==> src/rtl/clock_divider_bank.sv <==
// rtl/clock_divider_bank.sv - multi-channel runtime-programmable clock divider
//
// Purpose:
//   NUM_CH independent dividers running off clk_50mhz. Each channel produces a
//   registered square wave (high for ceil(N/2), low for floor(N/2) enabled
//   cycles) and a one-cycle tick at the end of every period. Divisors are
//   written through a small write port; sync restarts every channel at phase 0.
//
// Build option:
//   CLKDIV_SHADOW_EN defined   : writes land in a per-channel shadow register
//                                and are applied at the next period boundary
//                                (or on sync); pending flags the wait.
//   CLKDIV_SHADOW_EN undefined : a write restarts its channel with the new
//                                divisor on the next cycle; pending is 0.
//
// Ports:
//   clk_50mhz  in   1       system clock, rising edge
//   rst        in   1       synchronous active-high reset, dominates all inputs
//   en         in   NUM_CH  per-channel count enable
//   sync       in   1       restart all channels at phase 0
//   wr_en      in   1       divisor write strobe
//   wr_ch      in   CH_W    write target channel (>= NUM_CH ignored)
//   wr_div     in   DIV_W   new divisor (values below 2 act as 2)
//   clk_out    out  NUM_CH  divided clocks (registered)
//   tick       out  NUM_CH  one-cycle strobe per output period (registered)
//   pending    out  NUM_CH  written divisor awaiting its period boundary

module clock_divider_bank #(
   parameter int NUM_CH      = 4,
   parameter int CH_W        = 2,
   parameter int DIV_W       = 32,
   parameter int DEFAULT_DIV = 50000
) (
   input  logic              clk_50mhz,
   input  logic              rst,
   input  logic [NUM_CH-1:0] en,
   input  logic              sync,
   input  logic              wr_en,
   input  logic [CH_W-1:0]   wr_ch,
   input  logic [DIV_W-1:0]  wr_div,
   output logic [NUM_CH-1:0] clk_out,
   output logic [NUM_CH-1:0] tick,
   output logic [NUM_CH-1:0] pending
);

   localparam int               L_DEF_INT = (DEFAULT_DIV < 2) ? 2 : DEFAULT_DIV;
   localparam logic [DIV_W-1:0] L_DEF_DIV = DIV_W'(L_DEF_INT);
   localparam logic [DIV_W-1:0] L_TWO     = DIV_W'(2);
   localparam logic [DIV_W-1:0] L_ONE     = DIV_W'(1);

   // Divisors are always stored already clamped, so the counter logic never
   // has to deal with N < 2.
   function automatic logic [DIV_W-1:0] f_clamp(input logic [DIV_W-1:0] v);
      return (v < L_TWO) ? L_TWO : v;
   endfunction

   logic [DIV_W-1:0]  r_cnt [NUM_CH];
   logic [DIV_W-1:0]  r_div [NUM_CH];
   logic [NUM_CH-1:0] r_clk;
   logic [NUM_CH-1:0] r_tick;

`ifdef CLKDIV_SHADOW_EN
   logic [DIV_W-1:0]  r_shadow [NUM_CH];
   logic [NUM_CH-1:0] r_pending;
`endif

   logic [DIV_W-1:0]  w_half [NUM_CH];
   logic [NUM_CH-1:0] w_last;
   logic [NUM_CH-1:0] w_hi;
   logic [NUM_CH-1:0] w_hit;

   always_comb begin
      w_half = '{default: '0};
      w_last = '0;
      w_hi   = '0;
      w_hit  = '0;
      for (int i = 0; i < NUM_CH; i++) begin
         // An out-of-range wr_ch matches no channel, so it is dropped here.
         w_hit[i]  = wr_en && (wr_ch == CH_W'(i));
         // ceil(N/2) without the overflow that (N+1)>>1 would risk at full width.
         w_half[i] = (r_div[i] >> 1) + DIV_W'(r_div[i][0]);
         // >= rather than == so a corrupted counter still wraps within a period.
         w_last[i] = (r_cnt[i] >= (r_div[i] - L_ONE));
         w_hi[i]   = (r_cnt[i] < w_half[i]);
      end
   end

   always_ff @(posedge clk_50mhz) begin
      if (rst) begin
         for (int i = 0; i < NUM_CH; i++) begin
            r_cnt[i] <= '0;
            r_div[i] <= L_DEF_DIV;
`ifdef CLKDIV_SHADOW_EN
            r_shadow[i] <= '0;
`endif
         end
         r_clk  <= '0;
         r_tick <= '0;
`ifdef CLKDIV_SHADOW_EN
         r_pending <= '0;
`endif
      end else if (sync) begin
         // Phase-aligned restart of every channel, enabled or not.
         for (int i = 0; i < NUM_CH; i++) begin
            r_cnt[i] <= '0;
`ifdef CLKDIV_SHADOW_EN
            // A write arriving with sync is newer than anything in the shadow.
            if (w_hit[i]) begin
               r_div[i]    <= f_clamp(wr_div);
               r_shadow[i] <= wr_div;
            end else if (r_pending[i]) begin
               r_div[i] <= f_clamp(r_shadow[i]);
            end
`else
            if (w_hit[i]) begin
               r_div[i] <= f_clamp(wr_div);
            end
`endif
         end
         r_clk  <= '0;
         r_tick <= '0;
`ifdef CLKDIV_SHADOW_EN
         r_pending <= '0;
`endif
      end else begin
         for (int i = 0; i < NUM_CH; i++) begin
`ifdef CLKDIV_SHADOW_EN
            if (en[i]) begin
               r_cnt[i]  <= w_last[i] ? '0 : (r_cnt[i] + L_ONE);
               r_clk[i]  <= w_hi[i];
               r_tick[i] <= w_last[i];
               // Swap divisors only as the period closes, so no runt pulse.
               if (w_last[i] && r_pending[i]) begin
                  r_div[i]     <= f_clamp(r_shadow[i]);
                  r_pending[i] <= 1'b0;
               end
            end else begin
               r_tick[i] <= 1'b0;
            end
            // Placed after the boundary swap: a write in the boundary cycle
            // keeps pending set and waits for the following boundary.
            if (w_hit[i]) begin
               r_shadow[i]  <= wr_div;
               r_pending[i] <= 1'b1;
            end
`else
            if (w_hit[i]) begin
               r_div[i]  <= f_clamp(wr_div);
               r_cnt[i]  <= '0;
               r_clk[i]  <= 1'b0;
               r_tick[i] <= 1'b0;
            end else if (en[i]) begin
               r_cnt[i]  <= w_last[i] ? '0 : (r_cnt[i] + L_ONE);
               r_clk[i]  <= w_hi[i];
               r_tick[i] <= w_last[i];
            end else begin
               r_tick[i] <= 1'b0;
            end
`endif
         end
      end
   end

   assign clk_out = r_clk;
   assign tick    = r_tick;
`ifdef CLKDIV_SHADOW_EN
   assign pending = r_pending;
`else
   assign pending = '0;
`endif

endmodule

==> config.mk <==
export PLATFORM = sky130hd
export DESIGN_NAME = clock_divider_bank
export DESIGN_NICKNAME = d
export VERILOG_FILES = /design/src/rtl/clock_divider_bank.sv
export SDC_FILE = /design/constraint.sdc
export NUM_CORES = 1
export LEC_CHECK = 0
export CAP_MARGIN = 20
export CORE_UTILIZATION = 50
export CTS_BUF_LIST = sky130_fd_sc_hd__clkbuf_4 sky130_fd_sc_hd__clkbuf_8 sky130_fd_sc_hd__clkbuf_16
export CTS_CLUSTER_DIAMETER = 60
export CTS_CLUSTER_SIZE = 30
export DETAILED_ROUTE_END_ITERATION = 16
export GPL_TIMING_DRIVEN = 0
export HOLD_SLACK_MARGIN = 0.12
export PLACE_DENSITY = 0.69
export SYNTH_ARGS = -nofsm -noshare
export SYNTH_HDL_FRONTEND = slang
export SYNTH_SLANG_ARGS = --single-unit
==> constraint.sdc <==
create_clock -name clk_50mhz -period 4.1 [get_ports clk_50mhz]
set_input_delay 1.23 -clock clk_50mhz [delete_from_list [all_inputs] [get_ports clk_50mhz]]
set_output_delay 1.23 -clock clk_50mhz [all_outputs]
set_load 0.02 [all_outputs]
======== Word level (Yosys, flattened, before mapping) ========
Memory sizes are Yosys's and may differ from the RTL's.
Cells that the tools add are included.
word-level totals
  input bits .............................. 42
  word-level logic and storage cells ...... 149
  bits in writable memories ............... 256
  output and inout port bits .............. 12
  bits in registers ....................... 8
  memories kept ........................... 2
operators by class
  $add $sub $neg .......................... 12
  reductions and logical operators ........ 13
  order comparisons ....................... 9
  equality and inequality tests ........... 3
  mux-type cells .......................... 78
  bitwise logic cells ..................... 24
memories
  memory  depth  width  read ports  clocked after memory_dff  write ports  RTL line  RTL
  r_cnt   4      32     4           0                         4            57        logic [DIV_W-1:0] r_cnt [NUM_CH];
  r_div   4      32     4           0                         4            58        logic [DIV_W-1:0] r_div [NUM_CH];
operators with widths
  operator                                                                       number
  32-bit 2-to-1 mux                                                              25
  31-bit by 1-bit adder with 32-bit output                                       4
  32-bit by 1-bit adder with 32-bit output, second input constant                4
  32-bit greater-or-equal comparator                                             4
  32-bit less-than comparator                                                    4
  32-bit by 1-bit subtractor with 32-bit output, second input constant           4
  1-bit 2-to-1 mux                                                               53
  32-bit by 2-bit less-than comparator with 1-bit output, second input constant  1
  1-bit bitwise OR                                                               20
  4-bit OR reduction                                                             4
  3-bit OR reduction                                                             4
  2-bit equality test, second input constant                                     2
  1-bit logical AND                                                              4
  1-bit NOT                                                                      4
  2-bit by 1-bit equality test with 1-bit output, second input constant          1
  2-bit logical NOT                                                              1

======== Logic depth before layout (Yosys ltp) ========
  depth in word-level cells ............... 8
  mapped depth ............................ 19
  mapped depth without buffers ............ 17

======== Worst setup path before layout ========
OpenSTA, ideal clock, no wires.
  kind .................................... reg-to-reg
  start point ............................. memory r_div[3][15]
  end point ............................... memory r_cnt[3][19], data pin
  period minus slack after synthesis ...... 4414 ps
  arrival ................................. 4144 ps
  path buffers ............................ 2
  library setup time ...................... 270 ps
  cell stages (with the launch flop) ...... 16
  required time ........................... 3830 ps
  setup slack ............................. -314 ps
  cells stage by stage .................... edfxtp_1 -> clkbuf_1 -> or3_1 -> or2_1 -> nor4b_1 -> nand3b_1 -> or3_1 -> or3_1 -> xor2_1 -> ha_1 -> nand4_1 -> or3_1 -> or3_1 -> o22ai_1 -> clkbuf_1 -> nor3_1
RTL lines
  what         RTL line
  from (decl)  58
  to (decl)    57

==> reports/qor.yml <==
outcome: "finished with violations"
violations: "negative setup slack"
antenna_left: 0
cp-end-kind: "flip-flop"
dieArea_um2: 44310
final_nets: 2787
postSynth.asyncResetShare: 0
wl_per_cell_um: 17.99
synth_top_area_frac: 0.3094
fin_crit_ns: 4.444
multi_input_area_um2: 14380
m1WireLength_um: 25370
synth_area_leaders: "edfxtp_1, ha_1, xnor2_1"
cap_violations: 0
min_path_cells: 2
slew_headroom: 0.2275
worstHoldPathType: "flip-flop to flip-flop"
synth-seq-cells: 264
grt_max_degree: 33
fmaxAchievable_ghz: 0.2250
die_h_um: 210.5
area_growth_pct: 17.34
ys.flop_type: "edfxtp_1"
cts_hold_buf: 0
yosysWarningCount: 0
cp.arrival_ns: 4.91
setup_viol: 66
slew_violations: 0
first_iter_violations: 1048
path_clk_slew_ns: 0.10
regArea_um2: 7527
synth_cell_types: 64
rr_worst_depth: 19
synth_edf_count: 224
finalCritPeriodShare: 1.084
drive_above_1_share: 0.1106
synth.most_common_cell: "ha_1"
dr_wl_met3_um: 2021
row_count: 76
cp.required_ns: 4.56
seq_area_frac_synth: 0.3463
nFillCells: 3676
drc: 0
ir_worst_vdd_mv: 0.3044
wirelength_um: 55400
cpPeakStageDelay_ns: 0.51
viasPerCell: 5.763
highest_layer: "met4"
io_buffer_count: 48
wl_met2_um: 26210
leakagePower_uw: 0.009785
layout_setup_ws_ns: -0.3435
core_area_um2: 42980
yosys-top-cells-count: "ha_1, edfxtp_1, nor2_1"
rsz0062_at_grt: "yes"
grt_antenna_before_repair: 0
clockRootBuffer: "clkbuf_16"
clock_skew_ns: 0.02296
vias: 17751
synthesis.area_um2: 21740
dpl_worst_slack_ns: -0.8083
hold_violations: 0
cp_max_fo: 6
io_pins: 54
avgSynthCellArea_um2: 9.306
critPathLaunchType: "flip-flop"
fp.dieW_um: 210.5
dp_hpwl_um: 41160
cts_buffers: 24
path_cells: "inv_2 -> ha_4 -> or3b_4 -> or3_4 -> or2_4 -> nand2b_4 -> or4_4 -> nor4_4 -> xnor2_2 -> ha_1 -> nand4_1 -> nor2_2 -> nand4_1 -> a31oi_2 -> nor2_2 -> o21ai_4 -> buf_4 -> buf_8 -> nor2_1"
grt_pass1_wl_um: 88080
tritoncts: "done"
clock_path_buffers: 3
clock_latency_ns: 0.58
path_class: "flip-flop to flip-flop"
htree_levels: 1
p_per_area_nw_per_um2: 285.5
gr-usage-all-layers: 0.2466
n_antenna_cell: 0
cpMaxStageDelayCell: "edfxtp_1"
worst_pin_slew_ns: 1.159
yosysTopAreaCell: "edfxtp_1"
routabilityCongestion: 0.8921
gr-total-overflow: 0
grt_pass1_vias: 17036
netlist_instances: 2336
cts_sinks: 264
final_core_util: 0.5934
first_pass_iters: 5
floorplan.initialDensity: 0.5058
through the flow:
stage	hold WS (ns)	area, µm²	instances	total power (µW)	setup TNS [ns]
3_5_place_dp	0.5544	23120	2976	4489	-77.12
2_1_floorplan	0.5055	21830	2339	4099	-2.112
3_3_place_gp	0.5602	23050	2972	4436	-131.09
5_1_grt	0.6132	25510	3080	7579	-27.06
6_report	0.5753	25510	3080	7282	-17.01
4_1_cts	0.5861	24920	3053	7250	-18.85
state kept, by name, indices dropped and copies added (netlist names):
register / count
r_cnt: 128
r_div: 128
clk_out: 4
tick: 4
report_power, final:
group	switching (µW)	internal (µW)
clock network	1400	1300
logic	726	565
registers	216	3070
total	2340	4940
what timing repair did:
action | in CTS | in global routing
buffers inserted | 30 | 36
setup endpoints to repair | 131 | 131
pin swaps | 80 | 28
cloned | 6 | 0
gates resized for setup | 116 | 85
per-layer routing:
metal / global-route usage / vias up
met2: 0.4160 / 381
met5: 0 / -
met1: 0.3348 / 8500
met4: 0.08046 / 0
li1: - / 8775
met3: 0.02026 / 95
final cells by class:
class,instances,area share
buffer,98,0.02188
sequential,264,0.2951
clock inverter,19,0.01320
tap,585,0.02870
multi-input combinational,1923,0.5638
clock buffer,25,0.02453
timing repair buffer,126,0.04689
inverter,40,0.005886
worst paths after layout:
check	startpoint	endpoint	slack, ns
hold reg to reg	r_cnt[0][1]	r_cnt[0][1]	0.58
setup / recovery	r_div[0][1]	r_cnt[0][30]	-0.34
setup reg to reg	r_div[0][1]	r_cnt[0][30]	-0.34
hold / removal	r_cnt[0][1]	r_cnt[0][1]	0.58
cells in the final DEF, fill, tap and decap left out, drive strengths merged, types with 57 or more instances in the layout:
cell    Yosys  routed
ha        268     268
edfxtp    224     224
nor2      203     203
xnor2     184     184
xor2      170     170
nand2     155     155
nand3     149     149
nor3      117     117
clkbuf     96     106
and2      105     105
buf        16      95
nand4      85      85
a21o       64      64
a21oi      58      58
inv        40      57
critical path: cells and delay by family, from the launching register on:
family          cells  cell delay [ns]
simple gates       11             2.38
xor+xnor            1             0.11
buf+inv             3             0.40
flops               1             0.51
fa+ha+maj           2             0.46
compound gates      2             0.46
cell families (layout without fill, tap and decap cells):
logic type	after synthesis	after routing	share of synthesized area
and+or+nand+nor	1066	1066	0.2591
DFF	264	264	0.3463
buffers and inverters	152	308	0.02826
other	1	4	0.0001725
adders and majority gates	268	268	0.1543
AOI/OAI and AO/OA	231	231	0.06936
xor gates and xnor gates	354	354	0.1426
Power figures use the tool's default switching activity.
